[config.mk]
export PLATFORM = sky130hd
export DESIGN_NAME = ifu
export DESIGN_NICKNAME = d
export VERILOG_FILES = /design/src/rtl/ifu_pkg.sv /design/src/rtl/ifu_buf.sv /design/src/rtl/ifu.sv
export SDC_FILE = /design/constraint.sdc
export NUM_CORES = 1
export LEC_CHECK = 0
export BUFFER_PORTS_ARGS = -buffer_cell sky130_fd_sc_hd__buf_2
export CAP_MARGIN = 20
export CORE_UTILIZATION = 54
export CTS_CLUSTER_SIZE = 25
export DETAILED_ROUTE_END_ITERATION = 10
export GPL_TIMING_DRIVEN = 0
export PLACE_DENSITY_LB_ADDON = 0.12
export SLEW_MARGIN = 40
export SYNTH_ARGS = -nofsm -noshare
export SYNTH_HDL_FRONTEND = slang
export SYNTH_SLANG_ARGS = --single-unit
export TNS_END_PERCENT = 5
[constraint.sdc]
create_clock -name clk -period 5.96 [get_ports clk]
set_clock_uncertainty 0.2 [all_clocks]
set_input_delay 0.596 -clock clk [delete_from_list [all_inputs] [get_ports clk]]
set_output_delay 0.596 -clock clk [all_outputs]
set_load 0.05 [all_outputs]
[src/rtl/ifu_pkg.sv]
// ifu_pkg: shared definitions for the instruction fetch unit.
//   INS_W       : instruction word width (64 bits)
//   ifu_state_e : fetch controller state encoding (IDLE/FETCH/HALT)
package ifu_pkg;

    localparam int INS_W = 64;

    typedef enum logic [1:0] {
        ST_IDLE  = 2'd0,
        ST_FETCH = 2'd1,
        ST_HALT  = 2'd2
    } ifu_state_e;

endpackage

[src/rtl/ifu_buf.sv]
// ifu_buf: 2-entry instruction FIFO sitting between the SRAM read port and
// the decode handshake. Absorbs the one-cycle SRAM latency so a stalled
// decode stage never causes an instruction to be lost or repeated.
// Ports:
//   clk, rst_n   : clock, asynchronous active-high reset
//   flush        : empty the FIFO (takes priority over enq/deq)
//   enq/enq_data : write one word at the tail
//   deq          : pop the head word
//   count        : current occupancy (0..2)
//   head         : word at the head of the FIFO
module ifu_buf
    import ifu_pkg::*;
(
    input  logic             clk,
    input  logic             rst_n,
    input  logic             flush,
    input  logic             enq,
    input  logic [INS_W-1:0] enq_data,
    input  logic             deq,
    output logic [1:0]       count,
    output logic [INS_W-1:0] head
);

    logic [INS_W-1:0] mem [2];
    logic             wr_ptr;
    logic             rd_ptr;

    // Storage is cleared on reset so the head output reads as zero out of reset.
    always_ff @(posedge clk or posedge rst_n) begin
        if (rst_n) begin
            mem[0] <= '0;
            mem[1] <= '0;
            wr_ptr <= 1'b0;
            rd_ptr <= 1'b0;
            count  <= 2'd0;
        end else if (flush) begin
            wr_ptr <= 1'b0;
            rd_ptr <= 1'b0;
            count  <= 2'd0;
        end else begin
            if (enq) begin
                mem[wr_ptr] <= enq_data;
                wr_ptr      <= ~wr_ptr;
            end
            if (deq) begin
                rd_ptr <= ~rd_ptr;
            end
            case ({enq, deq})
                2'b10:   count <= count + 2'd1;
                2'b01:   count <= count - 2'd1;
                default: count <= count;
            endcase
        end
    end

    assign head = mem[rd_ptr];

    // The issue rule upstream guarantees a free slot for every returning read.
    assert property (@(posedge clk) disable iff (rst_n)
                     !(enq && !deq && !flush && count == 2'd2));

endmodule

[src/rtl/ifu.sv]
// ifu: instruction fetch unit. Reads 64-bit words from a synchronous SRAM at
// an incrementing PC and hands them to decode over a valid/ready handshake.
// Ports:
//   clk, rst_n              : clock, asynchronous active-high reset
//   start, start_pc         : (re)start fetching at start_pc
//   imem_ren, imem_addr     : SRAM read request (data returns next cycle)
//   imem_rdata              : SRAM read data
//   ifu_idu_vld/ifu_idu_ins : instruction to decode
//   idu_ifu_rdy             : decode accepts the presented instruction
//   idu_ifu_wfi             : decode holds a WFI, stop fetching
//   ifu_busy, ifu_done      : state is FETCH / state is HALT
module ifu
    import ifu_pkg::*;
#(
    parameter int IMEM_AW = 10
) (
    input  logic               clk,
    input  logic               rst_n,
    input  logic               start,
    input  logic [IMEM_AW-1:0] start_pc,
    output logic               imem_ren,
    output logic [IMEM_AW-1:0] imem_addr,
    input  logic [INS_W-1:0]   imem_rdata,
    output logic               ifu_idu_vld,
    output logic [INS_W-1:0]   ifu_idu_ins,
    input  logic               idu_ifu_rdy,
    input  logic               idu_ifu_wfi,
    output logic               ifu_busy,
    output logic               ifu_done
);

    ifu_state_e         state;
    logic [IMEM_AW-1:0] pc;
    logic               inflight;

    logic               in_fetch;
    logic               discard;
    logic               deq;
    logic               enq;
    logic               issue;
    logic               flush;
    logic [1:0]         count;
    logic [2:0]         occupancy;

    assign in_fetch = (state == ST_FETCH);

    // A start or WFI this cycle throws away whatever read is returning now.
    assign discard = start | idu_ifu_wfi;

    assign ifu_idu_vld = (count != 2'd0) & in_fetch & ~idu_ifu_wfi;
    assign deq         = ifu_idu_vld & idu_ifu_rdy;

    // Words that will occupy the buffer once the pending read lands; deq
    // only happens with count >= 1, so this never underflows.
    assign occupancy = {1'b0, count} + {2'b00, inflight} - {2'b00, deq};
    assign issue     = in_fetch & ~discard & (occupancy < 3'd2);
    assign enq       = in_fetch & inflight & ~discard;
    assign flush     = start | (in_fetch & idu_ifu_wfi);

    assign imem_ren  = issue;
    assign imem_addr = pc;
    assign ifu_busy  = in_fetch;
    assign ifu_done  = (state == ST_HALT);

    // Fetch controller: start always wins, WFI parks the unit in HALT, and
    // the in-flight flag tracks whether the next rdata belongs to us.
    always_ff @(posedge clk or posedge rst_n) begin
        if (rst_n) begin
            state    <= ST_IDLE;
            pc       <= '0;
            inflight <= 1'b0;
        end else begin
            inflight <= issue;
            if (start) begin
                state <= ST_FETCH;
                pc    <= start_pc;
            end else begin
                if (in_fetch && idu_ifu_wfi) begin
                    state <= ST_HALT;
                end
                if (issue) begin
                    pc <= pc + 1'b1;
                end
            end
        end
    end

    ifu_buf u_buf (
        .clk      (clk),
        .rst_n    (rst_n),
        .flush    (flush),
        .enq      (enq),
        .enq_data (imem_rdata),
        .deq      (deq),
        .count    (count),
        .head     (ifu_idu_ins)
    );

endmodule
==> impl_metrics.tcl <==
set metrics [dict create \
    post_cts_buffers 0 \
    leakagePower_uw 0.00413 \
    grt_overflow 0 \
    path_max_fanout 7 \
    start_util_pct 56.2 \
    antenna_left 0 \
    syn-num-nets 527 \
    synth.largest_area_cell "dfrtp_1" \
    routed_via_density 5.38 \
    outcome "finished, violations left" \
    relSlewSlack_pct 57.0 \
    grt_max_degree 82 \
    syn_to_final_growth_pct 23.0 \
    insertion_delay_ps 410 \
    yosysMostFrequentCell "dfrtp_1" \
    path_class "flop to output port" \
    cts_max_path_buffers 2 \
    hold_buffers 0 \
    antenna_found_initial 0 \
    switching_share_pct 34.9 \
    core_um2 11600 \
    drt-pass1-iter-count 8 \
    slew_viol_final 0 \
    final_layout_size_suffix_gt1_share_pct 51.2 \
    ys.flop_type "dfrtp_1" \
    rows 39 \
    grtUsageTotal_pct 22.6 \
    seq_area_frac_synth_pct 55.6 \
    clock_power_share_pct 30.9 \
    cts.sinks 145 \
    place.gp.congestion 0.790 \
    cp.required_ps 5160 \
    synthCells 445 \
    numCtsBuffers 17 \
    ir_drop_mv 0.269 \
    worstMarginPinSlew_ps 645 \
    dieWidth_um 112 \
    worstSetupStartpointType "flop" \
    grt_setup_unrepaired "false" \
    fin_crit_sh_pct 77.1 \
    hold_violations 0 \
    wl_per_cell_um 16.7 \
    syn_area_um2 6530 \
    layout.cells.non_filler 772 \
    design_area_um2 8030 \
    port_buffers 156 \
    post_cts_resized 0 \
    grt_pass1_vias 4471 \
    synth_edf_count 0 \
    yosysWarnings 0 \
    avgSynthCellArea_um2 14.7 \
    num_vias 4156 \
    fmax_ghz 0.218 \
    violations "design-rule violations" \
    synthArstFlopShare_pct 100 \
    synth_top_cells_by_area "dfrtp_1 56%, mux2_2 22%, mux2_1 11%" \
    placedCellCount 745 \
    seqPwrFrac_pct 39.0 \
    synth_top_area_share_pct 55.6 \
    max_cap_viol_count 0 \
    cp.arrival_ps 3800 \
    first_iter_violations 181 \
    path_clk_slew_ps 50 \
    fin_crit_ps 4590 \
    power_frac_comb_pct 30.0 \
    p_switching_uw 1060 \
    power.internal_uw 1980 \
    root_buffer "clkbuf_16" \
    grt_pass1_wl_mm 21.7 \
    synthDistinctLibCells 37 \
    post-dp-hpwl_mm 9.03 \
    die_h_um 112 \
    diodes 0 \
    critPathCaptureType "output port" \
    power_per_cell_area_nw_per_um2 378 \
    synth_commonest_cells "145 x dfrtp_1, 129 x mux2_2, 64 x mux2_1" \
    drcViolationCount 11 \
    drt-total-wl_mm 12.9 \
    cts_max_level 4 \
    hold_path_class "primary input to asynchronous set/reset pin" \
    fin_nets 703 \
    setup_viol 0 \
    ios 157 \
    ys_ff_latch 145 \
    dpl_cell_area_um2 7520 \
    tritoncts "built" \
    die-area_um2 12500 \
]
per-layer routing:
| metal | part of all wire [%] | vias up | track usage, % |
|---|---|---|---|
| met4 | 1.9 | 0 | 9.87 |
| li1 | - | 1940 | - |
| met1 | 41 | 2068 | 27.6 |
| met5 | 0 | - | 0 |
| met2 | 51 | 128 | 37.6 |
| met3 | 6.1 | 20 | 6.42 |
cell usage in the layout (no fill, tap or decap), types with 2 or more instances in the layout:
| master | netlist | routed |
|---|---|---|
| clkbuf_16 | 0 | 17 |
| clkbuf_8 | 0 | 2 |
| buf_8 | 6 | 6 |
| a221o_1 | 2 | 2 |
| inv_1 | 4 | 3 |
| nand3_1 | 5 | 5 |
| mux2_2 | 129 | 129 |
| and4_1 | 2 | 2 |
| buf_2 | 6 | 162 |
| a21oi_1 | 3 | 3 |
| xnor2_1 | 4 | 4 |
| nor3_1 | 3 | 3 |
| nand4_1 | 3 | 3 |
| nand2_1 | 13 | 13 |
| clkbuf_1 | 10 | 17 |
| o21ai_0 | 6 | 6 |
| nor2_1 | 9 | 9 |
| mux2i_1 | 2 | 2 |
| xor2_1 | 4 | 4 |
| mux2_1 | 64 | 64 |
| ha_1 | 2 | 2 |
| nor2b_1 | 5 | 5 |
| dfrtp_1 | 145 | 145 |
| and3_1 | 3 | 3 |
stage by stage:
| step | hold WS [ps] | TNS [ps] | worst slack, ps | utilization (%) | total power, µW |
|---|---|---|---|---|---|
| after floorplan | 254 | 0 | 1270 | - | 1910 |
| after global placement | 263 | -13450 | -100 | 64.5 | 2090 |
| after detailed placement | 271 | 0 | 1520 | 64.8 | 2120 |
| after CTS | 83.2 | 0 | 1370 | 69.2 | 3060 |
| after global routing | 119 | 0 | 1120 | 69.2 | 3160 |
| final | 60.1 | 0 | 1370 | 69.2 | 3030 |
final timing paths:
path / startpoint / end / slack [ps] / cells past startpoint
worst max-delay path: state[1] / imem_ren / 1370 / 10
worst min-delay path: rst_n / imem_addr[9] / 60 / 2
worst max register to register: state[1] / imem_addr[6] / 2210 / 10
worst min register to register: u_buf.mem[79] / u_buf.mem[79] / 280 / 1
max in group asynchronous: rst_n / u_buf.mem[70] / 4800 / 3
min in group clk: start_pc[4] / imem_addr[4] / 190 / 3
layout make-up:
type | instances | area, µm²
sequential | 145 | 3630
fill | 856 | 3580
multi-input combinational | 273 | 2720
timing repair buffer | 157 | 808
clock buffer | 26 | 479
tap | 143 | 179
buffer | 23 | 169
clock inverter | 1 | 30.0
inverter | 4 | 22.5
critical path: stages (launching register included):
cell and delay, ps:
dfrtp_1 430, or4bb_1 570, nor2_1 250, ha_1 270, nand2b_1 150, fa_1 480
nor4bb_1 220, clkbuf_1 290, nand2_1 210, nor2_1 210, buf_2 290
cell families (layout without fill, tap and decap cells):
family          Yosys count  after routing  synth area share [%]
mux                     195            195                  33.6
flops                   145            145                  55.6
simple gates             51             51                  4.37
buf+inv                  27            211                  2.82
compound gates           15             15                  1.51
xor+xnor                  9              9                  1.42
fa+ha+maj                 3              3                 0.690
power groups by stage:
stage	logic (µW)	registers [µW]	clock network, µW
floorplan	700	1210	0
global placement	898	1190	0
detailed placement	915	1200	0
CTS	920	1180	960
global route	960	1200	995
finish	910	1180	938
flip-flops by register name, indices dropped and copies added, names as in the netlist:
signal / flops
u_buf.mem: 128
imem_addr: 10
state: 2
u_buf.count: 2
inflight: 1
u_buf.rd_ptr: 1
u_buf.wr_ptr: 1
No activity file was read; power rests on OpenSTA's default activity.
